<file path="config.mk">
export PLATFORM = sky130hd
export DESIGN_NAME = tdm_demux4
export DESIGN_NICKNAME = d
export VERILOG_FILES = /design/src/rtl/tdm_demux4.sv
export SDC_FILE = /design/constraint.sdc
export NUM_CORES = 1
export LEC_CHECK = 0
export ABC_CLOCK_PERIOD_IN_PS = 1800
export CORE_ASPECT_RATIO = 0.75
export CORE_MARGIN = 10
export CORE_UTILIZATION = 30
export DETAILED_ROUTE_END_ITERATION = 8
export GPL_ROUTABILITY_DRIVEN = 0
export SYNTH_ARGS = -nofsm -noshare
export SYNTH_HDL_FRONTEND = slang
export SYNTH_SLANG_ARGS = --single-unit
</file>
<file path="constraint.sdc">
create_clock -name clk -period 1.8 [get_ports clk]
set_input_delay 0.18 -clock clk [delete_from_list [all_inputs] [get_ports clk]]
set_output_delay 0.18 -clock clk [all_outputs]
set_load 0.05 [all_outputs]
</file>
<file path="src/rtl/tdm_demux4.sv">
// tdm_demux4: TDM receive demultiplexer. It hunts for slot-0 sync, then steers slots a..d into registered channels.
// Latency: 1 clk from the din_valid beat to the channel output, ch_valid and frame_done.
// Backpressure: none. A din_valid=0 cycle is a stall that holds every piece of state.
// Optional feature: define FRAME_HOLD_EN to publish a..d together after slot 3. Otherwise each channel updates per slot.
module tdm_demux4 #(
  parameter int WIDTH = 1
) (
  input  logic             clk,
  input  logic             rst,
  input  logic [WIDTH-1:0] din,
  input  logic             din_valid,
  input  logic             din_sync,
  output logic [WIDTH-1:0] a,
  output logic [WIDTH-1:0] b,
  output logic [WIDTH-1:0] c,
  output logic [WIDTH-1:0] d,
  output logic             s1,
  output logic             s0,
  output logic [3:0]       ch_valid,
  output logic             frame_done,
  output logic             locked,
  output logic             sync_err
);

  typedef enum logic {HUNT = 1'b0, RUN = 1'b1} state_t;

  state_t           r_state;
  state_t           w_state_nxt;
  logic [1:0]       r_sel;
  logic             r_err;
  logic [WIDTH-1:0] r_a, r_b, r_c, r_d;
  logic [3:0]       r_chv;
  logic             r_fd;
  logic             w_beat;
  logic             w_realign;
  logic [1:0]       w_slot;

  // State register: HUNT until the first sync beat, then RUN until reset.
  always_ff @(posedge clk or posedge rst) begin
    if (rst) r_state <= HUNT;
    else     r_state <= w_state_nxt;
  end

  // Next state: only a valid sync beat leaves HUNT, and nothing leaves RUN.
  always_comb begin
    w_state_nxt = r_state;
    if (r_state == HUNT && din_valid && din_sync) w_state_nxt = RUN;
  end

  // Beat decode: a sync beat always forces slot 0. A sync beat at a nonzero slot in RUN is a realign.
  always_comb begin
    w_beat    = 1'b0;
    w_slot    = r_sel;
    w_realign = 1'b0;
    if (din_valid) begin
      if (din_sync) begin
        w_beat    = 1'b1;
        w_slot    = 2'd0;
        w_realign = (r_state == RUN) && (r_sel != 2'd0);
      end else if (r_state == RUN) begin
        w_beat = 1'b1;
      end
    end
  end

  // Slot counter: it points at the slot expected next. It only advances on captured beats.
  always_ff @(posedge clk or posedge rst) begin
    if (rst)         r_sel <= 2'd0;
    else if (w_beat) r_sel <= w_slot + 2'd1;
  end

  // Sticky misaligned-sync flag: only reset clears it.
  always_ff @(posedge clk or posedge rst) begin
    if (rst)            r_err <= 1'b0;
    else if (w_realign) r_err <= 1'b1;
  end

`ifdef FRAME_HOLD_EN
  logic [WIDTH-1:0] r_sh_a, r_sh_b, r_sh_c;

  // Shadow capture of slots 0..2. A realign overwrites slot 0, and slots 1..2 are rewritten before the next publish.
  always_ff @(posedge clk or posedge rst) begin
    if (rst) begin
      r_sh_a <= '0;
      r_sh_b <= '0;
      r_sh_c <= '0;
    end else if (w_beat) begin
      case (w_slot)
        2'd0:    r_sh_a <= din;
        2'd1:    r_sh_b <= din;
        2'd2:    r_sh_c <= din;
        default: ;
      endcase
    end
  end

  // Frame publish: on the slot 3 beat, all four channels load at once. Slot 3 is taken straight from din.
  always_ff @(posedge clk or posedge rst) begin
    if (rst) begin
      r_a   <= '0;
      r_b   <= '0;
      r_c   <= '0;
      r_d   <= '0;
      r_chv <= 4'b0000;
      r_fd  <= 1'b0;
    end else begin
      r_chv <= 4'b0000;
      r_fd  <= 1'b0;
      if (w_beat && w_slot == 2'd3) begin
        r_a   <= r_sh_a;
        r_b   <= r_sh_b;
        r_c   <= r_sh_c;
        r_d   <= din;
        r_chv <= 4'b1111;
        r_fd  <= 1'b1;
      end
    end
  end
`else
  // Per-slot capture: the addressed channel loads din, and its strobe pulses for one cycle.
  always_ff @(posedge clk or posedge rst) begin
    if (rst) begin
      r_a   <= '0;
      r_b   <= '0;
      r_c   <= '0;
      r_d   <= '0;
      r_chv <= 4'b0000;
      r_fd  <= 1'b0;
    end else begin
      r_chv <= 4'b0000;
      r_fd  <= 1'b0;
      if (w_beat) begin
        r_chv <= 4'b0001 << w_slot;
        r_fd  <= (w_slot == 2'd3);
        case (w_slot)
          2'd0:    r_a <= din;
          2'd1:    r_b <= din;
          2'd2:    r_c <= din;
          default: r_d <= din;
        endcase
      end
    end
  end
`endif

  // Output decode: every output comes from a register, so there is no combinational path from din.
  always_comb begin
    a          = r_a;
    b          = r_b;
    c          = r_c;
    d          = r_d;
    s1         = r_sel[1];
    s0         = r_sel[0];
    ch_valid   = r_chv;
    frame_done = r_fd;
    locked     = (r_state == RUN);
    sync_err   = r_err;
  end

endmodule

</file>
==> results of run 1 <==
registers in the layout, indices dropped and copies added (netlist names):
| register | cells |
|---|---|
| d | 1 |
| ch_valid | 3 |
| a | 1 |
| r_sel | 2 |
| sync_err | 1 |
| c | 1 |
| b | 1 |
| frame_done | 1 |
| locked | 1 |
stage by stage:
stage	instance area (um2)	instances	utilization, %
3_3_place_gp	772	84	42.4
4_1_cts	808	88	44.4
3_5_place_dp	772	84	42.4
2_1_floorplan	602	47	-
6_report	808	88	44.4
5_1_grt	808	88	44.4
placed cells by master (no fill, tap or decap):
master	count
mux2_1	1
o2111ai_1	1
inv_1	5
and4b_1	1
clkbuf_4	3
clkbuf_8	1
buf_4	4
mux2_4	4
o211ai_2	4
dfrtp_1	12
o21ai_1	1
nand2b_1	2
nor3_1	2
nor2_1	1
nand2_1	3
clkdlybuf4s50_1	15
and2_1	2
ha_1	4
per-layer routing:
layer	vias up	part of all wire, %	track usage [%]	routed length, um
met3	0	15	6.03	174
met5	-	0	0	0
met1	173	44	6.54	505
met4	0	0	2.48	0
li1	193	-	-	-
met2	14	41	8.17	470
power by group:
| part | internal [W] | switching [W] |
|---|---|---|
| Combinational | 0.000240 | 0.000384 |
| Clock | 0.000123 | 0.0000926 |
| Sequential | 0.000343 | 0.0000467 |
| Total | 0.000706 | 0.000524 |
logic make-up (layout without fill, tap and decap cells):
logic type / after synthesis / in the layout / synth area share [%]
compound gates: 6 / 6 / 10.6
fa+ha+maj: 4 / 4 / 8.32
buf+inv: 9 / 28 / 9.35
flops: 12 / 12 / 49.9
mux: 5 / 5 / 11.9
simple gates: 11 / 11 / 9.98
worst max-delay path by stage:
stage / endpoint / slack (ps) / depth (start not counted)
floorplan: d$_DFFE_PP0P_ / 230 / 4
global placement: d$_DFFE_PP0P_ / 110 / 6
detailed placement: d$_DFFE_PP0P_ / 100 / 6
CTS: s1 / 100 / 1
global route: s1 / 40 / 1
finish: s1 / 120 / 1
layout make-up:
cell class,count,area [um2],share of cell area (%)
Multi-Input combinational cell,26,245,30.3
Sequential cell,12,300,37.2
Timing Repair Buffer,19,180,22.3
Tap cell,22,27.5,3.41
Inverter,5,18.8,2.32
Clock buffer,4,36.3,4.49
==> run summary, run 1 <==
Ports -> 18
Post-CTS Setup Bufs -> 0
Top FF cell, synth -> dfrtp_1
Placeable Area -> 1820 um2
Clk buf depth -> 2
CTS root buffer -> clkbuf_4
GRT Total Usage -> 6.19%
Critical-path top delay cell -> clkdlybuf4s50_1
CP Cell Sequence -> clkdlybuf4s50_1
Post-Synthesis Cells -> 47
Largest net degree at the start of global routing -> 13
Startpoint Class -> flip-flop
Die Span Y -> 58.8 um
Die X -> 71.7 um
CTS tree -> built
Number of antenna-violating nets in the routed design -> 0
Post-synthesis register bit count -> 12
Sum Neg Setup Slack -> 0 ps
Vias in the first global route -> 433
# port buffers -> 17
Max Cap Violations -> 0
Initial antenna violation count -> 0
Worst Max-Slew Pin Slew -> 504 ps
Layout cell share with drive strength beyond 1 -> 24.2%
R2R cell count -> 4
Leakage -> 0.394 nW
Slew Viols, Final -> 0
DRC errors left -> 0
Synthesis warning total -> 0
Row count -> 13
Crit path launch -> r_sel[1]$_DFFE_PP0P_
H-tree level count -> 1
Post-synth EDFFs -> 0
RSZ-0062 raised after global routing -> false
Outcome -> completed
Largest stage delay, worst path -> 830 ps
Router iterations before antenna repair -> 2
Via/cell ratio -> 4.32
Top-count cell post-synth -> dfrtp_1
Crit Reg-Reg Startpoint -> r_sel[0]$_DFFE_PP0P_
Top post-synthesis cells by count -> dfrtp_1 (12), inv_1 (5), ha_1 (4), mux2_4 (4), o211ai_2 (4)
Syn Area/Cell -> 12.8 um2
Type of element capturing the critical path -> output port
Dominant cell type by area after synthesis -> dfrtp_1
Final hold viol count -> 0
DPL Wire Length -> 913 um
GRT overflow -> 0
Worst-case hold slack -> 196 ps
HP Class -> in2async
Crit-path max FO -> 5
WS Path Type -> reg2out
Cell area power density -> 1520 nW/um2
CTS Hold Bufs -> 0
Fmax -> 596 MHz
# fillers -> 186
Yosys cell types -> 16
CTS sink cnt -> 12
Crit path DAT -> 1500 ps
Design Power -> 0.00123 W
Async SR Flop Fraction -> 100%
WP data required -> 1620 ps
First-pass GRT wire length -> 1.99 mm
Cells taking the most area after synthesis -> dfrtp_1 (50%), mux2_4 (10%), ha_1 (8.3%)
Area growth, synth to finish -> 34.3%
Clock latency on the worst-skew pair -> 280 ps
Fin crit share -> 93.2%
Detailed Route WL -> 1.15 mm
CP Buf/Inv Count -> 1
Post-synthesis cell area -> 602 um2
# diodes -> 0
Vias -> 380
Final setup fails -> 0
Starting density of the core -> 33.0%
Die area -> 4220 um2
Iter 0 DRT Violations -> 7
Peak VDD IR -> 0.795 mV
Post-CTS Resized -> 0
Avg WL per Cell -> 13.1 um
Final net count -> 76
Worst-path clk slew -> 80 ps
DP Worst Slack -> 99.7 ps
Worst Skew -> 5.61 ps
R2R Path End -> d$_DFFE_PP0P_
TritonCTS buffer count -> 3
CP delay by family, top -> buffers and inverters
Final worst slack -> 122 ps
Syn nets -> 56
Top-area cell type share of the netlist area -> 49.9%
Worst reg2reg setup slack -> 470 ps
Seq/Total Area, Yosys -> 49.9%
Final min period -> 1680 ps
Relative slew slack -> 66.3%
Note: power is estimated with default switching activity, not from simulation.
==> inputs of run 2 (changes only) <==
--- a/config.mk
+++ b/config.mk
@@ -8,5 +8,5 @@
 export ABC_CLOCK_PERIOD_IN_PS = 1800
 export CORE_ASPECT_RATIO = 0.75
-export CORE_MARGIN = 10
+export CORE_MARGIN = 2
 export CORE_UTILIZATION = 30
 export DETAILED_ROUTE_END_ITERATION = 8
==> constraint.sdc (replaced) <==
create_clock -name clk -period 1.8 [get_ports clk]
set_input_delay 0.18 -clock clk [delete_from_list [all_inputs] [get_ports clk]]
set_output_delay 0.18 -clock clk [all_outputs]
set_load 0.005 [all_outputs]
==> run 2 against run 1 <==
Net effect: cell count down 1.1%; first-iteration DRC count down 71%; global-route usage up 3.6 points; die area down 43%; wire length shrank 15%; critical path type unchanged; largest power group is now registers.
==> run summary, run 2 (synthesis gave the netlist of run 1 again) <==
Initial antenna violation count -> 0 (unchanged)
Non-Filler Instances -> 87 (-1.1%)
Die Span Y -> 42.8 um (-27%)
Vias -> 383 (+0.79%)
Largest register FFs -> 3 (unchanged)
Critical-path top delay cell -> clkdlybuf4s50_1
CP Cell Sequence -> clkdlybuf4s50_1
# port buffers -> 17 (unchanged)
Slew Viols, Final -> 0 (unchanged)
Detailed Route WL -> 981 um (-15%)
Placeable Area -> 1810 um2 (-0.89%)
Commonest non-fill, non-tap cell in the layout -> clkdlybuf4s50_1
Vias in the first global route -> 388 (-10%)
Layout Utilization -> 44.3% (-0.085 points)
Leakage -> 0.387 nW (-1.9%)
Starting density of the core -> 33.3% (+0.30 points)
DRC errors left -> 0 (unchanged)
R2R Path End -> d$_DFFE_PP0P_
Clk buf depth -> 2 (unchanged)
Final setup fails -> 0 (unchanged)
Worst-path clk slew -> 70 ps (about the same)
CP Buf/Inv Count -> 1 (unchanged)
Post-CTS Resized -> 0 (unchanged)
WS Path Type -> reg2out
Avg WL per Cell -> 11.3 um (-14%)
H-tree level count -> 1 (unchanged)
Number of antenna-violating nets in the routed design -> 0 (unchanged)
# diodes -> 0 (unchanged)
Crit Reg-Reg Startpoint -> r_sel[0]$_DFFE_PP0P_
Crit path DAT -> 1390 ps (-110 ps)
Ports -> 18 (unchanged)
GRT Total Usage -> 9.80% (+3.6 points)
HP Class -> in2async
Final min period -> 1570 ps (-108 ps)
Die area -> 2380 um2 (-43%)
Post-CTS Setup Bufs -> 0 (unchanged)
Outcome -> completed
CTS tree -> built
Design Power -> 0.000900 W (-27%)
CTS Hold Bufs -> 0 (unchanged)
Largest net degree at the start of global routing -> 13 (unchanged)
CTS sink cnt -> 12 (unchanged)
DPL Wire Length -> 739 um (-19%)
Final net count -> 76 (unchanged)
Router iterations before antenna repair -> 4 (+2)
RSZ-0062 raised after global routing -> false
Commonest cells after routing, fill and taps aside -> clkdlybuf4s50_1 (17), dfrtp_1 (12), inv_1 (5)
Row count -> 13 (unchanged)
Worst Max-Slew Pin Slew -> 456 ps (-48.4 ps)
R2R cell count -> 4 (unchanged)
Startpoint Class -> flip-flop
Max Cap Violations -> 0 (unchanged)
Worst reg2reg setup slack -> 470 ps (about the same)
Final hold viol count -> 0 (unchanged)
First-pass GRT wire length -> 1.72 mm (-14%)
Iter 0 DRT Violations -> 2 (-5)
Clock latency on the worst-skew pair -> 270 ps (about the same)
CTS root buffer -> clkbuf_4
Via/cell ratio -> 4.40 (+1.9%)
Largest stage delay, worst path -> 570 ps (-260 ps)
Layout cell share with drive strength beyond 1 -> 20.0% (-4.2 points)
Crit-path max FO -> 10 (+5)
Relative slew slack -> 69.6% (+3.3 points)
Sum Neg Setup Slack -> 0 ps (unchanged)
Fmax -> 637 MHz (+6.9%)
Area growth, synth to finish -> 32.8%
Cell area power density -> 1130 nW/um2 (-26%)
CP delay by family, top -> buffers and inverters
Peak VDD IR -> 0.653 mV (-18%)
Dpl cells -> 84 (unchanged)
Die X -> 55.7 um (-22%)
Type of element capturing the critical path -> output port
Worst Skew -> 7.65 ps (+2.04 ps)
TritonCTS buffer count -> 3 (unchanged)
WP data required -> 1620 ps (about the same)
Fin crit share -> 87.2% (-6.0 points)
GRT overflow -> 0 (unchanged)
[run 2: area by class of cell]
class                           count  area (um2)
Sequential cell                    12         300
Inverter                            5        18.8
Fill cell                         180        1010
Clock buffer                        3        22.5
Tap cell                           22        27.5
Timing Repair Buffer               19         185
Multi-Input combinational cell     26         245
[run 2: metrics by stage]
stage	hold slack, ps	instance area (um2)	worst slack [ps]
2_1_floorplan	44.7	602	494
3_3_place_gp	463	777	131
3_5_place_dp	467	777	102
4_1_cts	227	800	204
5_1_grt	262	800	150
6_report	211	800	230
[run 2: power breakdown]
group	internal [W]	switching, W
clock	0.0000773	0.0000828
sequential	0.000343	0.0000476
combinational	0.000242	0.000108
total	0.000662	0.000238
[run 2: worst max-delay path by stage]
stage	slack (ps)	from	depth (start not counted)	end
floorplan	490	din_sync	6	d$_DFFE_PP0P_
global placement	130	din_sync	6	d$_DFFE_PP0P_
detailed placement	100	din_sync	6	d$_DFFE_PP0P_
CTS	200	locked$_DFFE_PP0P_	1	locked
global route	150	locked$_DFFE_PP0P_	1	locked
finish	230	locked$_DFFE_PP0P_	1	locked
[run 2: routing by layer]
layer  vias up  track usage [%]  wire length [um]
li1        191                -                 -
met5         -                0                 0
met2        11             12.9               386
met4         0             1.46                 0
met3         0             7.01                75
met1       181             13.1               520
==> inputs of run 3 (changes only) <==
Settings changed: SLEW_MARGIN set to 25.
==> results of run 3 <==
The final DEF is identical to that of run 2; final timing and power are the same.
